==> config.mk <==
export PLATFORM = sky130hd
export DESIGN_NAME = hdmi_cut_cfg_ctrl
export DESIGN_NICKNAME = d
export VERILOG_FILES = /design/src/rtl/hdmi_cut_cfg_ctrl.sv
export SDC_FILE = /design/constraint.sdc
export NUM_CORES = 1
export LEC_CHECK = 0
export ABC_AREA = 1
export BUFFER_PORTS_ARGS = -buffer_cell sky130_fd_sc_hd__buf_2
export CAP_MARGIN = 15
export CORE_UTILIZATION = 47
export CTS_CLUSTER_DIAMETER = 30
export DETAILED_ROUTE_END_ITERATION = 16
export PLACE_DENSITY = 0.7
export SLEW_MARGIN = 20
export SYNTH_ARGS = -nofsm -noshare
export SYNTH_HDL_FRONTEND = slang
export SYNTH_SLANG_ARGS = --single-unit
==> constraint.sdc <==
create_clock -name Pixl_CLK -period 2.15 [get_ports Pixl_CLK]
set_clock_uncertainty 0.15 [all_clocks]
set_input_delay 0 -clock Pixl_CLK [delete_from_list [all_inputs] [get_ports Pixl_CLK]]
set_output_delay 0 -clock Pixl_CLK [all_outputs]
set_load 0.05 [all_outputs]
==> src/rtl/hdmi_cut_cfg_ctrl.sv <==
// hdmi_cut_cfg_ctrl
//   Holds the video-cut configuration (cut width, cut height, pixel bit-slice
//   select) that drives the HDMI transmitter. Two requesters update a staging
//   copy: a host port with absolute values and a key port with step commands.
//   Each request is clamped into the legal range. The staging copy reaches the
//   outputs only at a rising edge of vertical sync, so the window never changes
//   mid-frame.
//
// Ports
//   Pixl_CLK      pixel clock (sole clock)
//   Rst_n         synchronous active-low reset
//   I_VGA_Sync    TX vertical sync, active-high
//   I_Host_Req    host request, held until O_Host_Ack
//   I_Host_Width  requested width (12b)
//   I_Host_High   requested height (12b)
//   I_Host_Sel    requested sel_bit (4b)
//   O_Host_Ack    one-cycle accept pulse to host
//   I_Key_Req     key request, held until O_Key_Ack
//   I_Key_Cmd     00 grow, 01 shrink, 10 sel up, 11 sel down
//   O_Key_Ack     one-cycle accept pulse to key source
//   Cut_Width     committed width
//   Cut_High      committed height
//   sel_bit       committed bit-slice select
//   O_Cfg_Pending staging awaiting commit
//   O_Commit      one-cycle pulse on the first cycle of new outputs
module hdmi_cut_cfg_ctrl #(
  parameter int H_ActiveSize = 1280,
  parameter int V_ActiveSize = 1024,
  parameter int MIN_W        = 64,
  parameter int MIN_H        = 64,
  parameter int STEP         = 32,
  parameter int SEL_MAX      = 8
) (
  input  logic        Pixl_CLK,
  input  logic        Rst_n,
  input  logic        I_VGA_Sync,
  input  logic        I_Host_Req,
  input  logic [11:0] I_Host_Width,
  input  logic [11:0] I_Host_High,
  input  logic [3:0]  I_Host_Sel,
  output logic        O_Host_Ack,
  input  logic        I_Key_Req,
  input  logic [1:0]  I_Key_Cmd,
  output logic        O_Key_Ack,
  output logic [11:0] Cut_Width,
  output logic [11:0] Cut_High,
  output logic [3:0]  sel_bit,
  output logic        O_Cfg_Pending,
  output logic        O_Commit
);

  localparam logic [11:0] W_MAX   = 12'(H_ActiveSize);
  localparam logic [11:0] H_MAX   = 12'(V_ActiveSize);
  localparam logic [11:0] W_MIN   = 12'(MIN_W);
  localparam logic [11:0] H_MIN   = 12'(MIN_H);
  localparam logic [12:0] STEP13  = 13'(STEP);
  localparam logic [3:0]  SEL_TOP = 4'(SEL_MAX);

  typedef enum logic [1:0] {
    ST_IDLE,
    ST_PEND,
    ST_COMMIT
  } state_t;

  state_t      state_q, state_d;
  logic        vs_q, vs_d;
  logic        prio_host_q, prio_host_d;
  logic        host_ack_q, host_ack_d;
  logic        key_ack_q, key_ack_d;
  logic [11:0] lat_w_q, lat_w_d;
  logic [11:0] lat_h_q, lat_h_d;
  logic [3:0]  lat_sel_q, lat_sel_d;
  logic [1:0]  lat_cmd_q, lat_cmd_d;
  logic [11:0] stg_w_q, stg_w_d;
  logic [11:0] stg_h_q, stg_h_d;
  logic [3:0]  stg_sel_q, stg_sel_d;
  logic [11:0] cut_w_q, cut_w_d;
  logic [11:0] cut_h_q, cut_h_d;
  logic [3:0]  cut_sel_q, cut_sel_d;

  logic        vs_rise;
  logic        host_elig, key_elig;
  logic        grant_host, grant_key, any_grant;
  logic        enter_commit;
  logic [11:0] host_w_c, host_h_c;
  logic [3:0]  host_sel_c;
  logic [12:0] grow_w13, grow_h13, shr_w13, shr_h13;
  logic [11:0] key_w, key_h;
  logic [3:0]  key_sel;

  assign vs_rise = I_VGA_Sync & ~vs_q;

  // A requester is not re-accepted while its ack is showing, which spaces
  // grants on one side at least two cycles apart.
  assign host_elig  = I_Host_Req & ~host_ack_q;
  assign key_elig   = I_Key_Req & ~key_ack_q;
  assign grant_host = host_elig & (~key_elig | prio_host_q);
  assign grant_key  = key_elig & (~host_elig | ~prio_host_q);
  assign any_grant  = grant_host | grant_key;

  assign enter_commit = (state_q == ST_PEND) && vs_rise;

  // Host values are clamped when latched; min/max bounds are even, so only
  // the in-range case can carry an odd LSB.
  always_comb begin
    host_w_c = I_Host_Width;
    if (I_Host_Width < W_MIN)      host_w_c = W_MIN;
    else if (I_Host_Width > W_MAX) host_w_c = W_MAX;
    host_w_c[0] = 1'b0;

    host_h_c = I_Host_High;
    if (I_Host_High < H_MIN)      host_h_c = H_MIN;
    else if (I_Host_High > H_MAX) host_h_c = H_MAX;
    host_h_c[0] = 1'b0;

    host_sel_c = (I_Host_Sel > SEL_TOP) ? SEL_TOP : I_Host_Sel;
  end

  // Key step results against the current staging values. Shrink is done in
  // 13 bits so a borrow shows up in bit 12 instead of wrapping.
  always_comb begin
    grow_w13 = {1'b0, stg_w_q} + STEP13;
    grow_h13 = {1'b0, stg_h_q} + STEP13;
    shr_w13  = {1'b0, stg_w_q} - STEP13;
    shr_h13  = {1'b0, stg_h_q} - STEP13;
    key_w    = stg_w_q;
    key_h    = stg_h_q;
    key_sel  = stg_sel_q;
    case (lat_cmd_q)
      2'b00: begin
        key_w = (grow_w13 > {1'b0, W_MAX}) ? W_MAX : grow_w13[11:0];
        key_h = (grow_h13 > {1'b0, H_MAX}) ? H_MAX : grow_h13[11:0];
      end
      2'b01: begin
        key_w = (shr_w13[12] || (shr_w13[11:0] < W_MIN)) ? W_MIN : shr_w13[11:0];
        key_h = (shr_h13[12] || (shr_h13[11:0] < H_MIN)) ? H_MIN : shr_h13[11:0];
      end
      2'b10: key_sel = (stg_sel_q >= SEL_TOP) ? SEL_TOP : stg_sel_q + 4'd1;
      default: key_sel = (stg_sel_q == 4'd0) ? 4'd0 : stg_sel_q - 4'd1;
    endcase
  end

  always_comb begin
    state_d     = state_q;
    vs_d        = I_VGA_Sync;
    prio_host_d = prio_host_q;
    host_ack_d  = grant_host;
    key_ack_d   = grant_key;
    lat_w_d     = lat_w_q;
    lat_h_d     = lat_h_q;
    lat_sel_d   = lat_sel_q;
    lat_cmd_d   = lat_cmd_q;
    stg_w_d     = stg_w_q;
    stg_h_d     = stg_h_q;
    stg_sel_d   = stg_sel_q;
    cut_w_d     = cut_w_q;
    cut_h_d     = cut_h_q;
    cut_sel_d   = cut_sel_q;

    if (grant_host) begin
      prio_host_d = 1'b0;
      lat_w_d     = host_w_c;
      lat_h_d     = host_h_c;
      lat_sel_d   = host_sel_c;
    end
    if (grant_key) begin
      prio_host_d = 1'b1;
      lat_cmd_d   = I_Key_Cmd;
    end

    // The latched request lands in staging at the end of its ack cycle.
    if (host_ack_q) begin
      stg_w_d   = lat_w_q;
      stg_h_d   = lat_h_q;
      stg_sel_d = lat_sel_q;
    end else if (key_ack_q) begin
      stg_w_d   = key_w;
      stg_h_d   = key_h;
      stg_sel_d = key_sel;
    end

    // Loading from staging_d picks up a request whose ack is ending now, but
    // not one granted on this same edge (that one lands a cycle later).
    if (enter_commit) begin
      cut_w_d   = stg_w_d;
      cut_h_d   = stg_h_d;
      cut_sel_d = stg_sel_d;
    end

    case (state_q)
      ST_IDLE:   if (any_grant) state_d = ST_PEND;
      ST_PEND:   if (vs_rise) state_d = ST_COMMIT;
      ST_COMMIT: begin
        // An ack still showing means a request granted on the commit edge
        // has not reached the outputs yet.
        if (any_grant || host_ack_q || key_ack_q) state_d = ST_PEND;
        else                                      state_d = ST_IDLE;
      end
      default:   state_d = ST_IDLE;
    endcase
  end

  always_ff @(posedge Pixl_CLK) begin
    if (!Rst_n) begin
      state_q     <= ST_IDLE;
      vs_q        <= 1'b0;
      prio_host_q <= 1'b1;
      host_ack_q  <= 1'b0;
      key_ack_q   <= 1'b0;
      lat_w_q     <= 12'd0;
      lat_h_q     <= 12'd0;
      lat_sel_q   <= 4'd0;
      lat_cmd_q   <= 2'd0;
      stg_w_q     <= W_MAX;
      stg_h_q     <= H_MAX;
      stg_sel_q   <= SEL_TOP;
      cut_w_q     <= W_MAX;
      cut_h_q     <= H_MAX;
      cut_sel_q   <= SEL_TOP;
    end else begin
      state_q     <= state_d;
      vs_q        <= vs_d;
      prio_host_q <= prio_host_d;
      host_ack_q  <= host_ack_d;
      key_ack_q   <= key_ack_d;
      lat_w_q     <= lat_w_d;
      lat_h_q     <= lat_h_d;
      lat_sel_q   <= lat_sel_d;
      lat_cmd_q   <= lat_cmd_d;
      stg_w_q     <= stg_w_d;
      stg_h_q     <= stg_h_d;
      stg_sel_q   <= stg_sel_d;
      cut_w_q     <= cut_w_d;
      cut_h_q     <= cut_h_d;
      cut_sel_q   <= cut_sel_d;
    end
  end

  assign O_Host_Ack    = host_ack_q;
  assign O_Key_Ack     = key_ack_q;
  assign Cut_Width     = cut_w_q;
  assign Cut_High      = cut_h_q;
  assign sel_bit       = cut_sel_q;
  assign O_Cfg_Pending = (state_q == ST_PEND);
  assign O_Commit      = (state_q == ST_COMMIT);

endmodule
# --- After elaboration in Yosys (flattened, before gate mapping) ---
# Index checks and enable logic that the tools add are counted.
word_totals:
  register_bits: 90
  output_inout_bits: 32
op_classes:
  order_cmp: 10
  addsub: 6
  reduce_logical: 11
  eq_ne: 6
  muxes: 24
  bitwise_logic: 15
op_table:
  columns: ["cell", "count"]
  rows:
  - ["2-to-1 mux 12 bit", 12]
  - ["less-than comparator 12 x 7 -> 1 bit, second input constant", 4]
  - ["case mux 12 bit (2 select lines)", 2]
  - ["adder 12 x 6 -> 13 bit, second input constant", 2]
  - ["greater-than comparator 13 x 11 -> 1 bit, second input constant", 2]
  - ["subtractor 12 x 6 -> 13 bit, second input constant", 2]
  - ["greater-than comparator 12 x 11 -> 1 bit, second input constant", 2]
  - ["2-to-1 mux 4 bit", 5]
  - ["case mux 4 bit (2 select lines)", 1]
  - ["inverter 1 bit", 7]
  - ["case mux 2 bit (3 select lines)", 1]
  - ["AND 1 bit", 5]
  - ["adder 4 x 1 -> 4 bit, second input constant", 1]
  - ["== test 2 x 1 -> 1 bit, second input constant", 2]
  - ["== test 2 bit, second input constant", 2]
  - [">= comparator 4 bit, second input constant", 1]
  - ["greater-than comparator 4 bit, second input constant", 1]
  - ["logical NOT 2 bit", 2]
  - ["logical NOT 4 bit", 1]
  - ["logical OR 1 bit", 4]
  - ["2-to-1 mux 2 bit", 2]
  - ["OR reduction 2 bit", 2]
  - ["subtractor 4 x 1 -> 4 bit, second input constant", 1]
  - ["bitwise OR 1 bit", 3]
  - ["5 further kinds", 5]

# --- Longest topological paths before layout ---
# Gate-level depths: netlist (run 1).
depth:
  word_depth: 10
  depth_mapped: 16
  depth_no_buf: 16

# --- Worst setup path after synthesis (run 1) ---
# Ideal clock, no wire load.
synth_timing:
  kind: "register to register"
  from: "reg state_q[0]"
  to: "reg cut_h_q[1], in the netlist Cut_High[1]"
  path_slack_ns: -0.024
  path_buffers: 1
  t_required_ns: 1.891
  arrival_ns: 1.915
  stages_incl_launch_ff: 11
  setup_ns: 0.109
  cell_sequence: "dfxtp_1 inv_1 nor2_1 o21ai_1 nand3_1 inv_2 buf_2 nor2_1 nor2_1 nand2_1 inv_1"
synth_via:
  elab_chain_cells: 2
synth_lines:
  columns: ["element", "line", "text"]
  rows:
  - ["start: declaration", "65", "state_t state_q, state_d;"]
  - ["start signal: assignment", "221", "state_q <= state_d;"]
  - ["== test 2 x 1 -> 1 bit", null, null]
  - ["net O_Cfg_Pending", "48", "output logic O_Cfg_Pending,"]
  - ["logical AND 1 bit", "101", "assign enter_commit = (state_q == ST_PEND) && vs_rise;"]
  - ["end signal: assignment", "234", "cut_h_q <= cut_h_d;"]
  - ["end: declaration", "78", "logic [11:0] cut_h_q, cut_h_d;"]
# The timed path passes the listed nets, and every way through them passes these cells.
# A chain may end at the register's enable or synchronous reset.

# --- Final worst setup path (run 1) ---
layout_timing:
  from: "in I_Host_Width[9]"
  to: "reg lat_w_q[6]"
layout_via:
  elab_chain_cells: 3
  word_cells_on_any_way: 4
  cone_classes: "2 x order compare; 2 x mux"
layout_lines:
  columns: ["element", "line", "text"]
  rows:
  - ["start: declaration", "38", "input logic [11:0] I_Host_Width,"]
  - ["greater-than comparator 12 x 11 -> 1 bit", "108", "else if (I_Host_Width > W_MAX) host_w_c = W_MAX;"]
  - ["2-to-1 mux 12 bit", "108", null]
  - ["2-to-1 mux 12 bit *", "107", "if (I_Host_Width < W_MIN) host_w_c = W_MIN;"]
  - ["end signal: assignment", "226", "lat_w_q <= lat_w_d;"]
  - ["end: declaration", "70", "logic [11:0] lat_w_q, lat_w_d;"]
# Mark *: on every way between the ends. The rest lies on a longest branch, timed or not.

==> results.md, run 1 <==
- Share of layout cells above drive strength 1: between 20% and 30%
- Crit. End Element: flip-flop
- Number of global-route vias before repair: between 4000 and 5000
- Crit path DAT: ~2200 ps
- First-pass detailed-route iteration total: 5
- Slew @ Worst Pin: between 400 and 500 ps
- Syn_nets: 735
- Crit path max-delay cell type: dlygate4sd3_1
- IO buf count: 66
- Critical path cell sequence: dlygate4sd3_1 -> buf_2 -> nor4_2 -> nand3_2 -> a21oi_4 -> buf_4 -> nand2_1 -> dlygate4sd3_1 -> a21oi_1
- Power density cells: approximately 700 mW/mm^2
- CTS tree: done
- Antenna violations before repair: 0
- Final-report max-slew violation count: 0
- Hold worst-path end: prio_host_q$_SDFFE_PP1P_
- Worst R2R Setup Slack: ~120 ps
- VDD IR-drop max: 0.457 mV
- Highest Clock Rate: 0.480 GHz
- Die Area: 0.0106 sq mm
- Synth area leaders: dfxtp_1 38%, nand2_1 13%, a21oi_1 6.3%, nor2_1 6.0%, nand3_1 5.4%
- Post-DRT Antenna Nets: 0
- CTS Sinks: 90
- Hold wc startpoint: I_Key_Req
- Critical path launch point type: primary input
- Crit path largest cell delay: roughly 550 ps
- Iter 0 DRT Violations: roughly 220
- Setup Viol. Count Final: 0
- Synth unique cells: 45
- Max cap viols: 0
- CP top delay family: buffers and inverters
- Starting Density: a little under 50%
- Worst R2R Start: stg_h_q[6]$_SDFF_PN0_
- ANT cells: 0
- First-pass GRT wire length: ~22 mm
- Clk pin slew, worst setup/hold paths: about 90 ps
- CTS Buf Count: 9
- Kind of critical path: in2reg
- Cells after Synth: 694
- Netlist Area Pre-Place: ~0.0048 sq mm
- Worst path buffer plus inverter count: 4
- Crit Path Max Fanout: 5
- HPWL Detailed: 9.22 mm
- Die Ht: 103 um
- Final net count: about 850
- Warnings, synthesis: 0
- Most frequent CP cell: dlygate4sd3_1
- I/O pins: 67
- Die width: around 100 um
- Synth Register Bits: 90
- Fin Setup TNS: 0 ps
- Drt wl/cell: 14.7 um
- Core Area: 0.00982 sq mm
- Final Wtd Congestion: 0.897
- Minimum clock period: 2080 ps
- Via count: 4914
- R2r worst-path depth: 14
- Via density: 5.21
- Layout area overhead: 27.6%
- DRC Markers: 0
- Worst-Skew Late Latency: approximately 370 ps
- H-tree Lvls: 3
- Status: complete, no violations
- Hold Path Class: in2reg
- Total wire length: 13.9 mm
- Lkg Pwr: 2.69 nW
- CP required: between 2000 and 2500 ps
- Post-synth top area share: a little under two fifths
- Seq/Total Area, Yosys: about 38%
- Hold Crit Depth: 7
- Pin count of the biggest net entering global routing: 46
- Root Buffer: clkbuf_8
- Post-Synthesis Mean Instance Area: 6.87 sq um
- Final hold slack: 91.3 ps
- Worst r2r dst: Cut_High[0]$_SDFFE_PN0P_
- Final hold viol count: 0
- Tcrit/Tclk final: 96.9%
- GRT Total Usage: between 20% and 30%
- GRT Residual Overflow: 0
- Num rows: 36
- Slew HR: roughly two thirds
- Max clock buf depth: 2
- Leading area contributor after synthesis: dfxtp_1
-- flip-flops by register name, indices dropped and copies added (netlist names) --
| register | cells |
|---|---|
| stg_h_q | 12 |
| Cut_Width | 12 |
| O_Host_Ack | 1 |
| prio_host_q | 1 |
| vs_q | 1 |
| sel_bit | 4 |
| stg_sel_q | 4 |
| lat_h_q | 11 |
| lat_w_q | 11 |
| O_Key_Ack | 1 |
| stg_w_q | 12 |
| Cut_High | 12 |
| lat_cmd_q | 2 |
| state_q | 2 |
| lat_sel_q | 4 |
-- cell type report --
| cell class | instances | area [sq um] |
|---|---|---|
| flip-flops and latches | 90 | 1820 |
| well taps | 133 | 166 |
| inverters | 71 | 274 |
| multi-input cells | 500 | 2670 |
| clock inverters | 6 | 42.5 |
| fillers | 912 | 3730 |
| clock buffers | 10 | 138 |
| repair buffers | 134 | 982 |
-- stage by stage --
step                worst slack [ps]  util [%]  power, mW  instances  area [sq um]
finish                          66.5      62.0       4.26        944          6080
global route                   -2.88      62.0       4.49        944          6080
CTS                             31.4      59.9       4.19        938          5880
detailed placement              3.23      53.5       3.08        877          5250
global placement                19.8      53.5       3.06        877          5250
floorplan                        162         -       2.77        694          4770
-- cell usage after synthesis (all sizes together) --
library cell / number
o22ai: 1
o21ai: 45
buf: 15
nand3b: 1
a211oi: 3
a21oi: 70
dfxtp: 90
nand2: 176
a22o: 1
o211ai: 5
nand4: 15
o31a: 1
nand3: 60
or2: 11
o31ai: 1
xnor2: 1
and2: 1
a31oi: 3
nor4: 2
a221oi: 1
ha: 6
nor3: 5
nor2: 86
clkbuf: 18
nor3b: 1
inv: 71
xor2: 4
-- per-layer routing --
metal / routed length, um / global-route usage [%]
met3: 757 / 4.14
met4: 280 / 10.5
met2: 6570 / 44.2
met5: 0 / 0
met1: 6280 / 37.4
-- worst max path at each step --
stage / endpoint / from / depth (start not counted)
after detailed placement: Cut_High[4]$_SDFFE_PN0P_ / stg_h_q[6]$_SDFF_PN0_ / 15
after CTS: lat_w_q[9]$_SDFFE_PN0P_ / I_Host_Width[2] / 8
after global routing: lat_sel_q[1]$_SDFFE_PN0P_ / O_Key_Ack$_SDFF_PN0_ / 8
after floorplan: lat_h_q[1]$_SDFFE_PN0P_ / O_Key_Ack$_SDFF_PN0_ / 9
final: lat_w_q[6]$_SDFFE_PN0P_ / I_Host_Width[9] / 9
after global placement: Cut_High[4]$_SDFFE_PN0P_ / stg_h_q[6]$_SDFF_PN0_ / 15
-- worst reg2reg max path, stage by stage, from the launching register on --
cell and delay [ps]:
dfxtp_4 410, inv_4 50, ha_4 230, inv_2 40
nand2_1 50, nor2_2 90, nand2_2 50, nor2_2 90
nand3_1 90, nand2_2 150, buf_4 130, nand3_1 50
nand3_1 80, nand3_1 120, a21oi_1 170
-- cells in the final DEF (no fill, tap or decap), drive strengths merged, types with 4 or more instances in the layout --
master | synthesis | layout
nand3 | 60 | 60
xor2 | 4 | 4
nand2 | 176 | 176
buf | 15 | 89
a21oi | 70 | 70
or2 | 11 | 11
dfxtp | 90 | 90
nor2 | 86 | 86
inv | 71 | 71
dlygate4sd3 | 0 | 45
ha | 6 | 6
nand4 | 15 | 15
clkbuf | 18 | 10
o21ai | 45 | 45
o211ai | 5 | 5
nor3 | 5 | 5
clkinv | 0 | 4
-- repair_timing --
item	in CTS	in global routing
buffers inserted	0	7
hold buffers	45	0
gates resized for setup	1	40
setup endpoints to repair	5	52
pin swaps	0	11
endpoints found under the hold margin	59	0
cloned	0	0
-- cells by family after synthesis --
group	synth area share, %
AO/OA/AOI/OAI	16.1
XOR/XNOR	0.918
adder cells (fa/ha/maj)	1.57
buffers and inverters	9.23
flip-flops	37.8
AND/OR/NAND/NOR	34.4
-- power breakdown --
group          switching (mW)  internal [mW]  total (mW)
clock network           0.623          0.451        1.07
registers               0.110           1.80        1.91
logic                   0.852          0.426        1.28
total                    1.58           2.68        4.26
(Power assumes the default switching activity.)
==> inputs of run 2 (changes only) <==
--- a/config.mk
+++ b/config.mk
@@ -8,10 +8,12 @@
 export ABC_AREA = 1
 export BUFFER_PORTS_ARGS = -buffer_cell sky130_fd_sc_hd__buf_2
 export CAP_MARGIN = 15
-export CORE_UTILIZATION = 47
+export CELL_PAD_IN_SITES_DETAIL_PLACEMENT = 2
+export CELL_PAD_IN_SITES_GLOBAL_PLACEMENT = 2
+export CORE_UTILIZATION = 32
 export CTS_CLUSTER_DIAMETER = 30
 export DETAILED_ROUTE_END_ITERATION = 16
-export PLACE_DENSITY = 0.7
+export PLACE_DENSITY = 0.83
 export SLEW_MARGIN = 20
 export SYNTH_ARGS = -nofsm -noshare
 export SYNTH_HDL_FRONTEND = slang
==> run 2 against run 1 <==
  * Setup slack lost 350 ps
  * Critical path type is now reg2reg
  * The run now ends with negative setup slack left
  * Clock power grew 80%
  * Worst hold slack gained 29 ps
  * Total power grew 32%
==> results.md, run 2 (synthesis results as in run 1) <==
- Most frequent CP cell: nand3_4 (was dlygate4sd3_1)
- Die Ht: 124 um (was 103 um)
- Max cap viols: 0 (unchanged)
- Worst r2r dst: Cut_High[1]$_SDFFE_PN0P_ (was Cut_High[0]$_SDFFE_PN0P_)
- ANT cells: 0 (unchanged)
- Post-placement cell area: 0.00534 sq mm (was 0.00525 sq mm)
- GRT Residual Overflow: 0 (unchanged)
- Commonest non-fill, non-tap cell in the layout: nand2_1 (unchanged)
- Die width: 124 um (was 103 um)
- Minimum clock period: 2430 ps (was 2080 ps)
- Failing checks: negative setup slack
- Final Wtd Congestion: 0.874 (was 0.897)
- Clk pin slew, worst setup/hold paths: 80 ps (was 90 ps)
- Max clock buf depth: 2 (unchanged)
- Crit Path Max Fanout: 6 (was 5)
- I/O pins: 67 (unchanged)
- Fin worst setup slack: -282 ps (was 66.5 ps)
- Root Buffer: clkbuf_16 (was clkbuf_8)
- GRT Total Usage: 30.4% (was 27.5%)
- Iter 0 DRT Violations: 509 (was 221)
- Die Area: 0.0154 sq mm (was 0.0106 sq mm)
- Hold wc startpoint: I_Host_Width[0] (was I_Key_Req)
- Core Area: 0.0145 sq mm (was 0.00982 sq mm)
- Status: complete, but fails checks (was complete, no violations)
- Post-layout instance area: 0.00695 sq mm (was 0.00608 sq mm)
- First-pass detailed-route iteration total: 5 (unchanged)
- Crit path DAT: 2560 ps (was 2230 ps)
- CTS tree: done (unchanged)
- Worst R2R Start: stg_h_q[5]$_SDFF_PN0_ (was stg_h_q[6]$_SDFF_PN0_)
- Hold worst-path end: lat_w_q[1]$_SDFFE_PN0P_ (was prio_host_q$_SDFFE_PP1P_)
- Share of layout cells above drive strength 1: 39.3% (was 24.8%)
- Placed cell count: 932 (was 877)
- Worst R2R Setup Slack: -280 ps (was 120 ps)
- Starting Density: 32.8% (was 48.6%)
- Kind of critical path: reg2reg (was in2reg)
- Highest Clock Rate: 0.411 GHz (was 0.480 GHz)
- Total wire length: 29.2 mm (was 13.9 mm)
- Slew HR: 62.6% (was 68.5%)
- Crit. End Element: flip-flop (unchanged)
- HPWL Detailed: 13.1 mm (was 9.22 mm)
- CTS Sinks: 90 (unchanged)
- Final-report max-slew violation count: 0 (unchanged)
- First-pass GRT wire length: 34.3 mm (was 22.1 mm)
- Worst-Skew Late Latency: 380 ps (was 370 ps)
- Post-DRT Antenna Nets: 0 (unchanged)
- Final hold viol count: 0 (unchanged)
- CTS Buf Count: 9 (unchanged)
- Crit path largest cell delay: 390 ps (was 550 ps)
- Lkg Pwr: 2.95 nW (was 2.69 nW)
- Setup Viol. Count Final: 59 (was 0)
- Hold Path Class: in2reg (unchanged)
- CP required: 2280 ps (was 2300 ps)
- VDD IR-drop max: 0.381 mV (was 0.457 mV)
- Layout area overhead: 45.8% (was 27.6%)
- Critical path launch point type: flip-flop (was primary input)
- Final net count: 865 (was 847)
- Power density cells: 810 mW/mm^2 (was 700 mW/mm^2)
- DRC Markers: 0 (unchanged)
- Antenna violations before repair: 0 (unchanged)
- CP startpoint: stg_h_q[5]$_SDFF_PN0_ (was I_Host_Width[9])
- R2r worst-path depth: 14 (unchanged)
- Finished Layout Cells: 1013 (was 944)
- Power Total: 5.63 mW (was 4.26 mW)
- Num rows: 44 (was 36)
- Critical path cell sequence: inv_4 -> ha_4 -> buf_4 -> nand2_1 -> nor2_1 -> nand2_1 -> nor2_2 -> nand2_4 -> nand3_4 -> nand3_4 -> nand3_4 -> nand3_2 -> nand2_2 -> inv_2 (was dlygate4sd3_1 -> buf_2 -> nor4_2 -> nand3_2 -> a21oi_4 -> buf_4 -> nand2_1 -> dlygate4sd3_1 -> a21oi_1)
- IO buf count: 66 (unchanged)
- Pin count of the biggest net entering global routing: 52 (was 46)
- Tcrit/Tclk final: 113% (was 96.9%)
- RSZ-0062 raised after global routing: yes
- Hold Crit Depth: 7 (unchanged)
- Crit path max-delay cell type: dfxtp_2 (was dlygate4sd3_1)
- Via density: 5.81 (was 5.21)
- H-tree Lvls: 3 (unchanged)
- Most frequent cells in the layout: 127 x nand2_1, 81 x dfxtp_1, 66 x buf_2 (was 160 x nand2_1, 84 x dfxtp_1, 71 x nor2_1)
- Slew @ Worst Pin: 561 ps (was 472 ps)
- Drt wl/cell: 28.9 um (was 14.7 um)
- Number of global-route vias before repair: 5984 (was 4566)
- Via count: 5888 (was 4914)
run 2: critical path: cells and delay by family (launching register included):
kind,cells,cell delay (ps)
adders and majority gates,1,300
DFF,1,390
buffers and inverters,3,230
and+or+nand+nor,10,1260
run 2: repair_timing:
| action | 4_1_cts | 5_1_grt |
|---|---|---|
| endpoints found under the hold margin | 42 | 0 |
| pin swaps | 4 | 64 |
| hold buffers | 37 | 0 |
| setup endpoints to repair | 37 | 55 |
| gates resized for setup | 19 | 161 |
| cloned | 0 | 0 |
| buffers inserted | 1 | 27 |
run 2: layout make-up:
cell class | instances | area, sq um
well taps | 184 | 230
clock inverters | 5 | 85.1
repair buffers | 152 | 1120
multi-input cells | 500 | 3160
flip-flops and latches | 90 | 1820
inverters | 71 | 282
fillers | 1637 | 7580
clock buffers | 11 | 253
run 2: per-stage QoR:
| step | setup TNS (ps) | setup slack (ps) | hold slack (ps) | utilization, % |
|---|---|---|---|---|
| 3_3_place_gp | 0 | 83.7 | 47.9 | 36.8 |
| 2_1_floorplan | 0 | 162 | -56.5 | - |
| 6_report | -8440 | -282 | 120 | 47.8 |
| 5_1_grt | -11490 | -362 | 137 | 47.8 |
| 4_1_cts | -5.13 | -5.13 | 0.971 | 42.3 |
| 3_5_place_dp | -444 | -55.9 | 60.4 | 36.8 |
run 2: how the worst max path moves through the flow:
stage,endpoint,depth (start not counted),slack (ps)
after detailed placement,stg_w_q[2]$_SDFF_PN0_,13,-60
after global placement,Cut_Width[9]$_SDFFE_PN0P_,15,80
after CTS,stg_w_q[10]$_SDFF_PN1_,11,-5
after floorplan,lat_h_q[1]$_SDFFE_PN0P_,9,160
final,Cut_High[1]$_SDFFE_PN0P_,14,-280
after global routing,Cut_Width[1]$_SDFFE_PN0P_,14,-360
run 2: where the power goes:
group	internal, mW	switching (mW)	total (mW)
Sequential	1.80	0.158	1.96
Combinational	0.518	1.23	1.74
Clock	1.09	0.838	1.93
Total	3.41	2.22	5.63
run 2: layer usage:
| layer | routed length (um) | track usage (%) |
|---|---|---|
| met4 | 1330 | 12.6 |
| met1 | 11900 | 35.1 |
| met2 | 14500 | 54.7 |
| met5 | 0 | 0 |
| met3 | 1560 | 5.45 |
==> inputs of run 3 (changes only) <==
--- a/config.mk
+++ b/config.mk
@@ -5,15 +5,15 @@
 export SDC_FILE = /design/constraint.sdc
 export NUM_CORES = 1
 export LEC_CHECK = 0
-export ABC_AREA = 1
 export BUFFER_PORTS_ARGS = -buffer_cell sky130_fd_sc_hd__buf_2
 export CAP_MARGIN = 15
 export CELL_PAD_IN_SITES_DETAIL_PLACEMENT = 2
 export CELL_PAD_IN_SITES_GLOBAL_PLACEMENT = 2
-export CORE_UTILIZATION = 32
+export CORE_UTILIZATION = 34
 export CTS_CLUSTER_DIAMETER = 30
 export DETAILED_ROUTE_END_ITERATION = 16
-export PLACE_DENSITY = 0.83
+export PLACE_DENSITY = 0.82
+export SETUP_SLACK_MARGIN = 0.2
 export SLEW_MARGIN = 20
 export SYNTH_ARGS = -nofsm -noshare
 export SYNTH_HDL_FRONTEND = slang
==> run 3 against run 2 <==
  * The run now fails in global routing (5_1_grt)
  * Synthesized cell count down 24%
  * Synthesized area down 6.1%
==> results.md, run 3 <==
- Starting Density: 35.2% (was 32.8%)
- Most numerous cell in the Yosys netlist: dfxtp_1 (was nand2_1)
- Status: aborted with a tool error (was complete, but fails checks)
- CTS Sinks: 90 (unchanged)
- Cells after Synth: 529 (was 694)
- Warnings, synthesis: 0 (unchanged)
- Worst EP kind: register input
- GR repair worst EP: Cut_High[2]$_SDFFE_PN0P_/D
- Placed cell count: 800 (was 932)
- Last flow stage reached: global routing (5_1_grt)
- CTS Buf Count: 9 (unchanged)
- Syn_nets: 570 (was 735)
- Post-Synthesis Mean Instance Area: 8.46 sq um (was 6.87 sq um)
- Antenna violations before repair: 2
- Pin count of the biggest net entering global routing: 28
- Num rows: 41 (was 44)
- Die width: 117 um (was 124 um)
- Synth area leaders: dfxtp_1 40%, nor2_1 4.4%, a21oi_1 3.9%, nand2_1 3.1%, a22oi_1 2.3% (was dfxtp_1 38%, nand2_1 13%, a21oi_1 6.3%, nor2_1 6.0%, nand3_1 5.4%)
- Netlist Area Pre-Place: 0.00448 sq mm (was 0.00477 sq mm)
- Max clock buf depth: 2 (unchanged)
- Synth cell count leaders: 90 x dfxtp_1, 52 x nor2_1, 37 x nand2_1 (was 163 x nand2_1, 90 x dfxtp_1, 76 x nor2_1)
- FFs w/ async S/R, synth: 0% (unchanged)
- Post-synth top area share: 40.2% (was 37.8%)
- Seq/Total Area, Yosys: 40.2% (was 37.8%)
- Synth Flop Type: dfxtp_1 (unchanged)
- Die Ht: 117 um (was 124 um)
- Root Buffer: clkbuf_16 (unchanged)
- IO buf count: 66 (unchanged)
- Leading area contributor after synthesis: dfxtp_1 (unchanged)
- Final Wtd Congestion: 0.862 (was 0.874)
- EDFF count, synth: 0 (unchanged)
- Log Error: [ERROR DPL-0033] detailed placement checks failed during check placement.
- HPWL Detailed: 14.2 mm (was 13.1 mm)
- Synth unique cells: 65 (was 45)
- I/O pins: 67 (unchanged)
- Synth Register Bits: 90 (unchanged)
- H-tree Lvls: 3 (unchanged)
## run 3: cell types whose count changed after synthesis, sizes merged, moves of 27 or more
cell / previous run / this run
nand3: 60 / 15
a21oi: 70 / 35
inv: 71 / 19
nand2: 176 / 37
nor2: 86 / 52
o21ai: 45 / 18
## run 3: kinds of logic after synthesis
group | Yosys count | share of synthesized area, %
buffers and inverters | 61 | 5.76
AO/OA/AOI/OAI | 154 | 24.7
AND/OR/NAND/NOR | 194 | 22.3
XOR/XNOR | 11 | 2.15
adder cells (fa/ha/maj) | 6 | 1.68
flip-flops | 90 | 40.2
multiplexers | 13 | 3.16
## run 3: through the flow
step	TNS, ps	worst slack [ps]	area (sq um)
after CTS	-7040	-308	6990
after detailed placement	-10180	-405	5530
after global placement	-4410	-225	5530
after floorplan	-2480	-248	4620
## run 3: timing repair
action,4_1_cts
gates resized for setup,139
setup buffers,22
hold buffers,31
cloned,0
endpoints found under the hold margin,32
endpoints found under the setup margin,68
pin swaps,42
==> inputs of run 4 (changes only) <==
==> config.mk (replaced) <==
export PLATFORM = sky130hd
export DESIGN_NAME = hdmi_cut_cfg_ctrl
export DESIGN_NICKNAME = d
export VERILOG_FILES = /design/src/rtl/hdmi_cut_cfg_ctrl.sv
export SDC_FILE = /design/constraint.sdc
export NUM_CORES = 1
export LEC_CHECK = 0
export BUFFER_PORTS_ARGS = -buffer_cell sky130_fd_sc_hd__buf_2
export CAP_MARGIN = 15
export CORE_UTILIZATION = 32
export DETAILED_ROUTE_END_ITERATION = 16
export PLACE_DENSITY_LB_ADDON = 0.15
export SLEW_MARGIN = 20
export SYNTH_ARGS = -nofsm -noshare
export SYNTH_HDL_FRONTEND = slang
export SYNTH_SLANG_ARGS = --single-unit
==> run 4 against run 3 <==
  * The flow now finishes, with violations (negative setup slack)
  * Synthesized cell count is the same
  * Synthesized area unchanged
==> results.md, run 4 <==
- Layout area overhead: 51.5%
- Post-layout instance area: roughly 0.0068 sq mm
- Pin count of the biggest net entering global routing: 30
- Post-placement cell area: 0.00554 sq mm (was 0.00553 sq mm)
- Synth Area in Compound Gates: 24.7% (unchanged)
- Synth unique cells: 65 (unchanged)
- ANT cells: 0
- Core Area: 0.0135 sq mm
- Hold Path Class: in2reg
- Max cap viols: 0
- Worst R2R Setup Slack: -220 ps
- CP required: around 2200 ps
- GRT Residual Overflow: 0
- Fin Setup TNS: -3630 ps
- CTS Sinks: 90 (unchanged)
- Failing checks: negative setup slack
- Slew @ Worst Pin: between 800 and 900 ps
- Highest Clock Rate: 0.421 GHz
- Top layer in use: met4
- CP startpoint: stg_h_q[5]$_SDFF_PN0_
- Status: complete, but fails checks (was aborted with a tool error)
- I/O pins: 67 (unchanged)
- Lkg Pwr: 2.77 nW
- Multiplexer share of the synthesized area: 3.16% (unchanged)
- Final net count: 734
- Tcrit/Tclk final: 110%
- Minimum clock period: roughly 2400 ps
- Synth Register Bits: 90 (unchanged)
- Synth Area in Simple Gates: 22.3% (unchanged)
- Synth Flop Type: dfxtp_1 (unchanged)
- Total wire length: 15.3 mm
- H-tree Lvls: 3 (unchanged)
- DRC Markers: 0
- Most frequent CP cell: nor4_4
- Largest family of logic cells by synthesized area: compound AO/OA/AOI/OAI gates (unchanged)
- Met1 WL: between 7 and 8 mm
- First-pass detailed-route iteration total: 5
- Post-Synth Adder-Cell Area: 1.68% (unchanged)
- Clk pin slew, worst setup/hold paths: around 60 ps
- CTS Buf Count: 9 (unchanged)
- Share of layout cells above drive strength 1: a little under two fifths
- FFs w/ async S/R, synth: 0% (unchanged)
- Crit path depth: 8
- Crit. End Element: flip-flop
- Crit path max-delay cell type: or3b_4
- Antenna violations before repair: 0
- First-pass GRT wire length: 24.2 mm
- Via density: 5.30
- Kind of critical path: reg2reg
- Slew HR: between 40% and 50%
- Iter 0 DRT Violations: between 200 and 300
- Warnings, synthesis: 0 (unchanged)
- Drt wl/cell: roughly 18 um
- Max clock buf depth: 2 (unchanged)
- Fin worst setup slack: -225 ps
- Critical path cell sequence: inv_4 -> ha_4 -> or3b_4 -> nor4_4 -> nor4_4 -> o31a_1 -> a311o_1 -> a32o_1
- Post-DRT Antenna Nets: 0
- VDD IR-drop max: 0.390 mV
- Final hold viol count: 0
- CP top delay family: compound AO/OA/AOI/OAI gates
- Final-report max-slew violation count: 0
- Setup Viol. Count Final: 33
- Via count: 4627
- Pre-CTS WS: -290 ps (was -405 ps)
- Crit path DAT: ~2500 ps
- CTS tree: done
- Commonest non-fill, non-tap cell in the layout: buf_4
- HPWL Detailed: 10.8 mm (was 14.2 mm)
- Die Ht: 120 um (was 117 um)
- Synth cell count leaders: 90 x dfxtp_1, 52 x nor2_1, 37 x nand2_1 (unchanged)
- Die Area: between 0.01 and 0.015 sq mm
- Worst R2R Start: stg_h_q[5]$_SDFF_PN0_
- Starting Density: 33.3% (was 35.2%)
- Die width: 120 um (was 117 um)
- Post-Synthesis Mean Instance Area: 8.46 sq um (unchanged)
- Worst r2r dst: Cut_High[6]$_SDFFE_PN0P_
- Detail Route met2 WL: 6.71 mm
- Num rows: 42 (was 41)
- Critical path launch point type: flip-flop
- Power density cells: between 600 and 700 mW/mm^2
- RSZ-0062 raised after global routing: yes
- Final Wtd Congestion: 0.906 (was 0.862)
- Post-synth top area share: 40.2% (unchanged)
- Cells after Synth: 529 (unchanged)
- Metal3 WL: approximately 790 um
- Worst-Skew Late Latency: 350 ps
- EDFF count, synth: 0 (unchanged)
- Syn_nets: 570 (unchanged)
- Seq/Total Area, Yosys: 40.2% (unchanged)
- Leading area contributor after synthesis: dfxtp_1 (unchanged)
- IO buf count: 66 (unchanged)
- Power Total: 4.55 mW
- Most numerous cell in the Yosys netlist: dfxtp_1 (unchanged)
- Critical Path Sink: Cut_High[6]$_SDFFE_PN0P_
- Crit path largest cell delay: around 400 ps
- GRT Total Usage: a little over a fifth
- Final hold slack: between 15 and 20 ps
- R2r worst-path depth: 8
- Worst path buffer plus inverter count: 1
- Root Buffer: clkbuf_16 (unchanged)
- Most frequent cells in the layout: 82 x buf_4, 80 x dfxtp_1, 66 x buf_2
- Xor-xnor portion of the synthesized cell area: 2.15% (unchanged)
- Crit Path Max Fanout: 3
- Netlist Area Pre-Place: 0.00448 sq mm (unchanged)
- Number of global-route vias before repair: between 4000 and 5000
- Hold wc startpoint: I_Host_Req
- Synth area leaders: dfxtp_1 40%, nor2_1 4.4%, a21oi_1 3.9%, nand2_1 3.1%, a22oi_1 2.3% (unchanged)
[run 4: layout make-up]
| type | count | area (sq um) |
|---|---|---|
| clock buffer | 11 | 254 |
| clock inverter | 4 | 73.8 |
| fill | 1322 | 6670 |
| inverter | 20 | 80.1 |
| multi-input combinational | 378 | 2910 |
| sequential | 90 | 1820 |
| tap | 176 | 220 |
| timing repair buffer | 194 | 1430 |
[run 4: worst reg2reg max path, delay by kind of cell, from the launching register on]
kind | cells | cell delay [ps]
and+or+nand+nor | 3 | 720
adders and majority gates | 1 | 120
AOI/OAI and AO/OA | 3 | 860
DFF | 1 | 350
buffers and inverters | 1 | 60
[run 4: layer usage]
metal,up-vias,GRT usage (%)
met3,25,4.34
met4,0,7.25
met5,-,0
met2,130,32.5
li1,2288,-
met1,2184,30.6
[run 4: logic make-up (layout without fill, tap and decap cells)]
| kind of cell | Yosys count | count (layout) |
|---|---|---|
| fa+ha+maj | 6 | 6 |
| compound gates | 154 | 154 |
| flops | 90 | 90 |
| mux | 13 | 13 |
| buf+inv | 61 | 229 |
| xor+xnor | 11 | 11 |
| simple gates | 194 | 194 |
[run 4: worst min-delay path by stage]
stage | endpoint | depth (start not counted)
3_5_place_dp | vs_q$_SDFF_PN0_ | 2
6_report | prio_host_q$_SDFFE_PP1P_ | 5
2_1_floorplan | vs_q$_SDFF_PN0_ | 1
5_1_grt | prio_host_q$_SDFFE_PP1P_ | 5
4_1_cts | prio_host_q$_SDFFE_PP1P_ | 5
3_3_place_gp | vs_q$_SDFF_PN0_ | 2
[run 4: timing repair]
action,in CTS,in global routing
hold endpoints to repair,37,0
gates cloned,0,0
pin swaps,23,33
hold buffers,31,0
setup endpoints to repair,43,49
resized for setup,49,53
setup buffers,4,14
[run 4: metrics by stage]
step,cells,util (%)
global placement,813,41.2
detailed placement,813,41.2
floorplan,529,-
CTS,861,47.8
finish,873,50.4
global route,873,50.4
[run 4: power breakdown]
group          switching [mW]  internal [mW]
Combinational           0.545          0.448
Clock                   0.660           1.08
Sequential             0.0767           1.73
